<file path="src/rtl/facelet_pkg.sv">
// rtl/facelet_pkg.sv - shared types and constants for the facelet sampler
package facelet_pkg;

  typedef enum logic [2:0] {
    IDLE,
    ARM,
    SYNC,
    SAMPLE,
    OUT
  } sampler_state_t;

  localparam int NUM_FACELETS = 9;
  localparam int GRID_DIM     = 3;

  typedef logic [3:0] facelet_idx_t;

  // Row-major facelet index from grid position.
  function automatic facelet_idx_t grid_idx(input logic [1:0] row, input logic [1:0] col);
    return ({2'b00, row} * 4'd3) + {2'b00, col};
  endfunction

endpackage

</file>
<file path="src/rtl/facelet_grid_ctr.sv">
// rtl/facelet_grid_ctr.sv - 3x3 grid walker producing registered sample targets
// Targets are kept one bit wider than the raster coordinates so offsets never wrap.
module facelet_grid_ctr
  import facelet_pkg::*;
#(
  parameter int COORD_W    = 11,
  parameter int CELL_SIZE  = 40,
  parameter int SAMPLE_OFF = 20
) (
  input  logic             Clk,
  input  logic             Reset,
  input  logic             clear,
  input  logic             advance,
  input  logic [COORD_W:0] sx,
  input  logic [COORD_W:0] sy,
  output logic [COORD_W:0] tx,
  output logic [COORD_W:0] ty,
  output facelet_idx_t     idx,
  output logic             done
);

  localparam int AW = COORD_W + 1;
  localparam logic [AW-1:0] CELL = AW'(CELL_SIZE);
  localparam logic [AW-1:0] OFF  = AW'(SAMPLE_OFF);
  localparam logic [1:0]    LAST = 2'(GRID_DIM - 1);

  logic [1:0] row;
  logic [1:0] col;

  always_ff @(posedge Clk or posedge Reset) begin
    if (Reset) begin
      row <= '0;
      col <= '0;
      tx  <= '0;
      ty  <= '0;
    end else if (clear) begin
      row <= '0;
      col <= '0;
      tx  <= sx + OFF;
      ty  <= sy + OFF;
    end else if (advance) begin
      if (col == LAST) begin
        col <= '0;
        tx  <= sx + OFF;
        ty  <= ty + CELL;
        row <= (row == LAST) ? 2'd0 : row + 2'd1;
      end else begin
        col <= col + 2'd1;
        tx  <= tx + CELL;
      end
    end
  end

  assign idx  = grid_idx(row, col);
  assign done = advance && (row == LAST) && (col == LAST);

endmodule

</file>
<file path="src/rtl/facelet_sampler.sv">
// rtl/facelet_sampler.sv - samples a 3x3 facelet grid from one raster frame and streams it out
// Optional FACELET_AVG_EN averages 4 horizontally adjacent pixels per facelet.
module facelet_sampler
  import facelet_pkg::*;
#(
  parameter int COORD_W    = 11,
  parameter int PIX_W      = 10,
  parameter int CELL_SIZE  = 40,
  parameter int SAMPLE_OFF = 20,
  parameter int FRAME_W    = 640,
  parameter int FRAME_H    = 480
) (
  input  logic               Clk,
  input  logic               Reset,
  input  logic               ds,
  input  logic [COORD_W-1:0] X_Cont,
  input  logic [COORD_W-1:0] Y_Cont,
  input  logic [PIX_W-1:0]   pixelValue,
  input  logic               start,
  input  logic [COORD_W-1:0] CubeX_Start,
  input  logic [COORD_W-1:0] CubeY_Start,
  input  logic               CubeDetected,
  output logic               busy,
  output logic               err,
  output logic               fc_valid,
  input  logic               fc_ready,
  output facelet_idx_t       fc_idx,
  output logic [PIX_W-1:0]   fc_data,
  output logic               fc_last
);

  localparam int AW = COORD_W + 1;
`ifdef FACELET_AVG_EN
  localparam logic [AW-1:0] SPAN_X = AW'(2 * CELL_SIZE + SAMPLE_OFF + 3);
`else
  localparam logic [AW-1:0] SPAN_X = AW'(2 * CELL_SIZE + SAMPLE_OFF);
`endif
  localparam logic [AW-1:0] SPAN_Y   = AW'(2 * CELL_SIZE + SAMPLE_OFF);
  localparam logic [AW-1:0] FW       = AW'(FRAME_W);
  localparam logic [AW-1:0] FH       = AW'(FRAME_H);
  localparam facelet_idx_t  LAST_IDX = facelet_idx_t'(NUM_FACELETS - 1);

  sampler_state_t   state;
  logic [AW-1:0]    sx, sy;
  logic [AW-1:0]    tx, ty;
  logic [AW-1:0]    xe, ye, cube_x, cube_y;
  facelet_idx_t     cap_idx;
  facelet_idx_t     nxt_idx;
  logic             cap;
  logic             cap_done;
  logic [PIX_W-1:0] cap_data;
  logic             frame_start;
  logic             bounds_ok;
  logic             grid_clear;
  logic [PIX_W-1:0] pixbuf [NUM_FACELETS];

  assign xe          = {1'b0, X_Cont};
  assign ye          = {1'b0, Y_Cont};
  assign cube_x      = {1'b0, CubeX_Start};
  assign cube_y      = {1'b0, CubeY_Start};
  assign frame_start = ds && (X_Cont == '0) && (Y_Cont == '0);
  assign bounds_ok   = ((cube_x + SPAN_X) < FW) && ((cube_y + SPAN_Y) < FH);
  assign grid_clear  = (state == SYNC) && frame_start;
  assign nxt_idx     = fc_idx + 4'd1;
  assign busy        = (state != IDLE);

  facelet_grid_ctr #(
    .COORD_W   (COORD_W),
    .CELL_SIZE (CELL_SIZE),
    .SAMPLE_OFF(SAMPLE_OFF)
  ) u_grid (
    .Clk    (Clk),
    .Reset  (Reset),
    .clear  (grid_clear),
    .advance(cap),
    .sx     (sx),
    .sy     (sy),
    .tx     (tx),
    .ty     (ty),
    .idx    (cap_idx),
    .done   (cap_done)
  );

`ifdef FACELET_AVG_EN
  logic [1:0]       avg_cnt;
  logic [PIX_W+1:0] acc;
  logic [PIX_W+1:0] acc_sum;
  logic             pix_hit;

  // The n-th averaged pixel of a facelet sits n columns right of the target.
  assign pix_hit  = (state == SAMPLE) && ds && (ye == ty) && (xe == tx + AW'(avg_cnt));
  assign cap      = pix_hit && (avg_cnt == 2'd3);
  assign acc_sum  = acc + {2'b00, pixelValue};
  assign cap_data = acc_sum[PIX_W+1:2];

  always_ff @(posedge Clk or posedge Reset) begin
    if (Reset) begin
      avg_cnt <= '0;
      acc     <= '0;
    end else if (state != SAMPLE || cap) begin
      avg_cnt <= '0;
      acc     <= '0;
    end else if (pix_hit) begin
      avg_cnt <= avg_cnt + 2'd1;
      acc     <= acc_sum;
    end
  end
`else
  assign cap      = (state == SAMPLE) && ds && (xe == tx) && (ye == ty);
  assign cap_data = pixelValue;
`endif

  // Buffer content is only meaningful after a full face, so it needs no reset.
  always_ff @(posedge Clk) begin
    if (cap) pixbuf[cap_idx] <= cap_data;
  end

  always_ff @(posedge Clk or posedge Reset) begin
    if (Reset) begin
      state    <= IDLE;
      err      <= 1'b0;
      fc_valid <= 1'b0;
      fc_idx   <= '0;
      fc_data  <= '0;
      fc_last  <= 1'b0;
      sx       <= '0;
      sy       <= '0;
    end else begin
      case (state)
        IDLE: begin
          if (start) begin
            err   <= 1'b0;
            state <= ARM;
          end
        end
        ARM: begin
          if (CubeDetected && bounds_ok) begin
            sx    <= cube_x;
            sy    <= cube_y;
            state <= SYNC;
          end
        end
        SYNC: begin
          if (frame_start) state <= SAMPLE;
        end
        SAMPLE: begin
          if (cap_done) begin
            fc_valid <= 1'b1;
            fc_idx   <= '0;
            fc_data  <= pixbuf[0];
            fc_last  <= 1'b0;
            state    <= OUT;
          end else if (frame_start) begin
            err   <= 1'b1;
            state <= IDLE;
          end
        end
        OUT: begin
          if (fc_ready) begin
            if (fc_idx == LAST_IDX) begin
              fc_valid <= 1'b0;
              fc_last  <= 1'b0;
              fc_idx   <= '0;
              fc_data  <= '0;
              state    <= IDLE;
            end else begin
              fc_idx  <= nxt_idx;
              fc_data <= pixbuf[nxt_idx];
              fc_last <= (nxt_idx == LAST_IDX);
            end
          end
        end
        default: state <= IDLE;
      endcase
    end
  end

endmodule
</file>
<file path="config.mk">
export PLATFORM = sky130hd
export DESIGN_NAME = facelet_sampler
export DESIGN_NICKNAME = d
export VERILOG_FILES = /design/src/rtl/facelet_pkg.sv /design/src/rtl/facelet_grid_ctr.sv /design/src/rtl/facelet_sampler.sv
export SDC_FILE = /design/constraint.sdc
export NUM_CORES = 1
export LEC_CHECK = 0
export CORE_MARGIN = 5
export CORE_UTILIZATION = 57
export CTS_CLUSTER_SIZE = 12
export DETAILED_ROUTE_END_ITERATION = 6
export PLACE_DENSITY_LB_ADDON = 0.25
export REMOVE_ABC_BUFFERS = 1
export SYNTH_ARGS = -nofsm -noshare
export SYNTH_HDL_FRONTEND = slang
export SYNTH_SLANG_ARGS = --single-unit
</file>
<file path="constraint.sdc">
create_clock -name Clk -period 3.6 [get_ports Clk]
set_input_delay 0.72 -clock Clk [delete_from_list [all_inputs] [get_ports Clk]]
set_output_delay 0.72 -clock Clk [all_outputs]
set_load 0.02 [all_outputs]
</file>
==> impl_metrics.csv, run 1 <==
group,metric,value,unit
run_status,status,"complete, no violations",
final_layout,fin_nets,737,
clock_tree,htree_levels,4,
clock_tree,cts_sinks,160,
run,drv_cap,0,
final_layout,drive_gt1_frac,0.166,
timing,maxSlewViolCount,0,
placed_design,dp_hpwl,12200,microns
grt,grt_pass1_wl,27700,microns
logic_synthesis,synth_flop_cell,"edfxtp_1",
timing,setup_viol,0,
drt,post_drt_wl_per_cell,20.2,microns
clock_tree,cts-root-buf,"clkbuf_16",
critical_path,worst_setup_path_end_kind,"register",
critical_path,r2r-start,"u_grid.col[1]",
grt,grt_max_degree,45,
critical_path,crit_fanout,10,
critical_path,cpMaxStageDelayCell,"nor4_2",
drt,wirelength,17200,microns
placed_design,portBuffers,77,
grt,overflow,0,
logic_synthesis,ys_seq_area_frac,0.587,
critical_path,crit_type,"in2reg",
critical_path,crit_path_max_incr_delay,0.49,ns
hold_path,hold_depth,2,
clock_tree,cts_buffer_depth,2,
critical_path,crit_start,"Y_Cont[8]",
pwr,ir_drop,0.000312,V
timing,setup_tns,0,ns
clock_tree,cts_tree,"yes",
critical_path,crit_chain,"clkdlybuf4s50_1 > xor2_1 > nor4_2 > nand3_4 > or2_1 > or3_4 > nor3b_2 > buf_4",
final_layout,syn2layout_area_growth,21.9,%
logic_synthesis,yosys_warnings,0,
logic_synthesis,synth-seq-cells,160,
placed_design,gp_congestion,0.907,
drt,drc,0,
timing,fin_skew,0.00669,ns
clock_tree,postCtsSetupBuffers,0,
critical_path,cp.arrival,3.04,ns
logic_synthesis,synth.cell_area,7590,sq um
clock_tree,clk_latency,0.42,ns
clock_tree,cts_resized,0,
drt,drt_pass1_iterations,5,
final_layout,antenna_cells,0,
floorplan,die_h,125,microns
timing,rsz0062_at_grt,"false",
logic_synthesis,synth_top_area_frac,0.356,
timing,clock.fmax,343,MHz
floorplan,num_io_pins,78,
critical_path,r2r_slack,0.97,ns
grt,grt.total_usage,0.225,
logic_synthesis,yosys-top-cells-count,"edfxtp_1, dfrtp_1, nand2_1, a21oi_1, xor2_1",
timing,relSlewSlack,0.343,
hold_path,holdCritPathClass,"reg2reg",
clock_tree,cts_buffers,17,
clock_tree,cts.clk_slew.worst_paths,0.06,ns
critical_path,crit_end,"pixbuf[8][4]",
logic_synthesis,syn_avg_cell_area,13.4,sq um
logic_synthesis,syn_inst,567,
drt,final_antenna_net_count,0,
timing,tightest_slew,0.982,ns
floorplan,start_util,0.578,
grt,antenna_found_initial,0,
critical_path,cp.depth,8,
logic_synthesis,synth-async-reset-ratio,0.438,
pwr,totalPowerFinal,4.02,mW
floorplan,die_w,125,microns
clock_tree,hold_buffers,0,
logic_synthesis,synth_cell_types,65,
critical_path,reg2reg_to,"pixbuf[7][5]",
critical_path,cp-start-kind,"input pin",
drt,drt-initial-drc-count,412,
logic_synthesis,synth-edff-count,90,
logic_synthesis,yosys.area.top_type,"edfxtp_1",
pwr,p_per_area,434,nW/um^2
drt,via_count,5135,
critical_path,worstPathRequired,3.73,ns
logic_synthesis,synthTopCellsByArea,"edfxtp_1, dfrtp_1, mux4_2, xor2_1, nand2_1",
floorplan,die-area,15700,sq um
timing,holdWs,0.482,ns
timing,finalHoldViolations,0,
floorplan,core_area,13100,sq um
critical_path,reg2reg_depth,7,
grt,grt_pass1_vias,5281,
critical_path,path_buf_inv,2,
drt,via_per_inst,6.03,
timing,period_minus_slack,2.91,ns
timing,post-route-period-util,0.809,
floorplan,rows,42,
pwr,p_leak,3.67,nW
logic_synthesis,synth_most_common_cell,"edfxtp_1",
critical_path,path_delay_family,"simple AND/OR/NAND/NOR gates",
final_layout,fillCellCount,922,
-- sequential cells by signal, indices dropped and copies added (netlist names), 2 cells and up --
signal / flops
fc_data: 10
sy: 11
u_grid.tx: 12
pixbuf: 90
state: 3
fc_idx: 4
u_grid.col: 2
u_grid.ty: 12
sx: 11
u_grid.row: 2
-- cell usage in the layout, fill, tap and decap left out, types with 5 or more instances in the layout --
cell type	synthesis	layout
and2_1	5	5
edfxtp_1	90	90
ha_1	12	12
a221o_1	10	10
nor4_1	9	9
inv_1	14	13
clkdlybuf4s50_1	0	77
xnor2_1	17	17
mux4_2	20	20
nand4_1	6	6
nor2_1	27	27
mux2_1	15	15
o21ai_0	16	16
and3_1	5	5
nor2b_1	5	5
xor2_1	28	28
mux2_2	18	18
nand3_1	6	6
a21oi_1	34	34
nand2_1	55	55
nand3b_1	5	5
buf_4	0	20
a211oi_1	9	9
clkbuf_16	0	17
nor3_1	10	10
dfrtp_1	70	70
-- tightest hold or removal path: stages (launching register included) --
cell and delay [ns]:
dfrtp_1 0.34, nand2_1 0.05, nand2_1 0.06
-- worst min-delay path by stage --
stage | endpoint | start | slack, ns
detailed placement | u_grid.ty[0] | sy[0] | 0.48
finish | u_grid.ty[1] | sy[1] | 0.48
global placement | u_grid.ty[1] | sy[1] | 0.46
global route | fc_last | fc_last | 0.50
floorplan | u_grid.ty[0] | sy[0] | 0.44
CTS | u_grid.ty[1] | sy[1] | 0.49
-- kinds of logic (layout without fill, tap and decap cells) --
logic type                 after synthesis  in the layout  share of synthesized area
adders and majority gates               14             14                     0.0251
muxes                                   55             55                      0.111
xor gates and xnor gates                45             45                     0.0519
AOI/OAI and AO/OA                       91             91                     0.0811
buffers and inverters                   35            144                     0.0203
and+or+nand+nor                        167            167                      0.124
DFF                                    160            160                      0.587
-- where the power goes --
part / leakage, nW / internal, mW / switching (mW)
clock network: 0.285 / 1.05 / 0.739
registers: 1.76 / 1.97 / 0.0386
logic: 1.62 / 0.116 / 0.103
total: 3.67 / 3.14 / 0.880
-- layout make-up --
class                      instances  area [sq um]  area share
timing repair buffer              98           941       0.102
sequential                       160          4450       0.481
clock inverter                    14           154      0.0166
clock buffer                      18           439      0.0475
tap                              176           220      0.0238
multi-input combinational        372          2990       0.323
inverter                          14          52.6     0.00568
-- per-stage QoR --
stage	std cells	cell area (sq um)	setup WS, ns	util
after floorplan	546	7490	0.401	-
after global placement	820	8660	0.286	0.659
after detailed placement	820	8660	0.267	0.659
after CTS	852	9250	0.719	0.704
after global routing	852	9250	0.563	0.704
final	852	9250	0.688	0.704
-- routing by layer --
layer / routed length, microns / global-route usage / vias up / part of all wire
met4: 264 / 0.0772 / 0 / 0.015
li1: - / - / 2339 / -
met5: 0 / 0 / - / 0
met1: 7870 / 0.330 / 2567 / 0.46
met3: 1080 / 0.0431 / 25 / 0.063
met2: 8010 / 0.343 / 204 / 0.47
(Power assumes the default switching activity.)
==> run 2, diff against run 1 <==
--- a/config.mk
+++ b/config.mk
@@ -6,7 +6,7 @@
 export NUM_CORES = 1
 export LEC_CHECK = 0
 export CORE_MARGIN = 5
-export CORE_UTILIZATION = 57
+export CORE_UTILIZATION = 51
 export CTS_CLUSTER_SIZE = 12
 export DETAILED_ROUTE_END_ITERATION = 6
 export PLACE_DENSITY_LB_ADDON = 0.25
==> constraint.sdc (replaced) <==
create_clock -name Clk -period 2.5 [get_ports Clk]
set_input_delay 0.5 -clock Clk [delete_from_list [all_inputs] [get_ports Clk]]
set_output_delay 0.5 -clock Clk [all_outputs]
set_load 0.02 [all_outputs]
==> run 2 against run 1 <==
  * Largest power group unchanged
  * Total power rose by 44%
  * The run now ends with setup timing left
  * Flip-flop and latch count did not move
  * Clock skew rose by 0.0013 ns
  * Hold slack got worse by 0.11 ns
  * Sequential power rose by 43%
  * Clock power rose by 42%
==> impl_metrics.csv, run 2 (synthesis results as in run 1) <==
group,metric,value,unit
run_status,status,"finished with violations",
run_status,violations,"setup timing",
timing,post-route-period-util,1.03,
final_layout,regMostFlops,"pixbuf",
critical_path,crit_path_max_incr_delay,0.58,ns
timing,finalHoldViolations,0,
critical_path,r2r_slack,-0.08,ns
critical_path,r2r-start,"u_grid.col[1]",
drt,wirelength,17800,microns
grt,grt_pass1_wl,28600,microns
drt,via_per_inst,5.81,
final_layout,regArea,4450,sq um
placed_design,dp_hpwl,12800,microns
final_layout,largest_reg_flops,90,
final_layout,drive_gt1_frac,0.241,
pwr,p_per_area,592,nW/um^2
timing,relSlewSlack,0.485,
placed_design,portBuffers,77,
clock_tree,cts_buffer_depth,2,
critical_path,cp.arrival,2.73,ns
grt,grt_pass1_vias,5478,
critical_path,crit_fanout,5,
critical_path,path_buf_inv,2,
critical_path,cp-start-kind,"register",
drt,drc,0,
clock_tree,clk_latency,0.43,ns
run,drv_cap,0,
timing,fin_skew,0.00797,ns
grt,overflow,0,
final_layout,layout_commonest_cell,"edfxtp_1",
grt,grtUsageMet3,0.0515,
critical_path,crit_start,"u_grid.col[1]",
placed_design,dp.cells,870,
clock_tree,cts_sinks,160,
critical_path,crit_chain,"fa_1 > ha_2 > inv_2 > fa_2 > nand4_1 > nor2_2 > buf_6",
timing,setup_viol,60,
clock_tree,cts_buffers,17,
grt,grt_max_degree,43,
critical_path,reg2reg_to,"pixbuf[3][8]",
final_layout,fillCellCount,1039,
floorplan,die_w,132,microns
grt,grt_use_met2,0.328,
grt,use_met1,0.288,
timing,fin_ws,-0.0844,ns
timing,clock.fmax,387,MHz
critical_path,cp.depth,7,
critical_path,path_delay_family,"adder cells",
critical_path,reg2reg_depth,7,
timing,tightest_slew,0.771,ns
clock_tree,cts.clk_slew.worst_paths,0.06,ns
clock_tree,hold_buffers,0,
drt,drt-initial-drc-count,454,
timing,maxSlewViolCount,0,
grt,grt.total_usage,0.208,
drt,via_count,5262,
timing,rsz0062_at_grt,"true",
floorplan,core_area,14600,sq um
grt,grt_busiest_layer,"met2",
drt,final_antenna_net_count,0,
final_layout,fin_nets,783,
final_layout,reg.largest.list,"pixbuf: 90 flops, u_grid.tx: 12 flops, u_grid.ty: 12 flops",
final_layout,syn2layout_area_growth,28.8,%
critical_path,crit_type,"reg2reg",
floorplan,num_io_pins,78,
drt,post_drt_wl_per_cell,19.6,microns
pwr,p_leak,4.00,nW
floorplan,start_util,0.520,
floorplan,die-area,17400,sq um
grt,antenna_found_initial,0,
critical_path,crit_end,"pixbuf[3][8]",
floorplan,rows,44,
clock_tree,cts-root-buf,"clkbuf_16",
final_layout,antenna_cells,0,
critical_path,worst_setup_path_end_kind,"register",
final_layout,final_cells,906,
pwr,totalPowerFinal,5.79,mW
critical_path,worstPathRequired,2.65,ns
final_layout,multi_input_area,3070,sq um
clock_tree,htree_levels,4,
pwr,ir_drop,0.000551,V
final_layout,final_cell_mix,"edfxtp_1, dfrtp_1, clkdlybuf4s50_1",
clock_tree,cts_tree,"yes",
floorplan,die_h,132,microns
drt,drt_pass1_iterations,5,
timing,period_minus_slack,2.58,ns
placed_design,gp_congestion,0.926,
critical_path,cpMaxStageDelayCell,"fa_2",
hold_path,holdCritPathClass,"in2async",
[run 2: cell types whose count changed in the layout (fill, tap and decap cells not counted), sizes merged]
cell and change:
buf +46, clkdlybuf4s50 -7, clkinv +2, clkinvlp -1
dlymetal6s2s +7, inv -1
[run 2: worst min path at each step]
stage,start,endpoint,depth (start not counted),slack (ns)
after floorplan,sy[0],u_grid.ty[0],2,0.44
after global placement,sy[0],u_grid.ty[0],2,0.46
after detailed placement,sy[1],u_grid.ty[1],2,0.47
after CTS,Reset,sy[1],2,0.36
after global routing,Reset,u_grid.ty[0],2,0.38
final,Reset,fc_idx[2],2,0.37
[run 2: cell type report]
type | count | area share
repair buffers | 144 | 0.142
flip-flops and latches | 160 | 0.455
inverters | 14 | 0.00537
clock inverters | 14 | 0.0161
well taps | 184 | 0.0235
clock buffers | 18 | 0.0439
multi-input cells | 372 | 0.313
[run 2: what timing repair did]
action	4_1_cts	5_1_grt
pin swaps	3	6
endpoints found under the setup margin	76	105
resized for setup	12	30
hold endpoints to repair	0	0
setup buffers	0	3
cloned	0	1
[run 2: worst register-to-register path: cells and delay by family (launching register included)]
family / cells / cell delay [ns]
simple gates: 2 / 0.40
fa+ha+maj: 3 / 1.30
flops: 1 / 0.40
buf+inv: 2 / 0.20
[run 2: metrics by stage]
stage | area (sq um) | setup TNS [ns] | utilization | worst slack, ns | hold slack (ns)
after global placement | 9020 | -42.40 | 0.618 | -0.438 | 0.461
final | 9780 | -2.27 | 0.670 | -0.0844 | 0.367
after CTS | 9650 | -1.32 | 0.661 | -0.0533 | 0.361
after detailed placement | 9020 | -46.10 | 0.618 | -0.468 | 0.471
after global routing | 9780 | -5.50 | 0.670 | -0.118 | 0.383
after floorplan | 7490 | -39.73 | - | -0.679 | 0.440
[run 2: layer usage]
layer / vias up / routed length (microns)
met1: 2635 / 8020
met2: 178 / 8520
li1: 2428 / -
met4: 0 / 230
met5: - / 0
met3: 21 / 1010
[run 2: where the power goes]
group	total [mW]	switching, mW	internal, mW
Sequential	2.88	0.0439	2.84
Clock	2.55	1.07	1.48
Combinational	0.358	0.172	0.186
Total	5.79	1.28	4.51
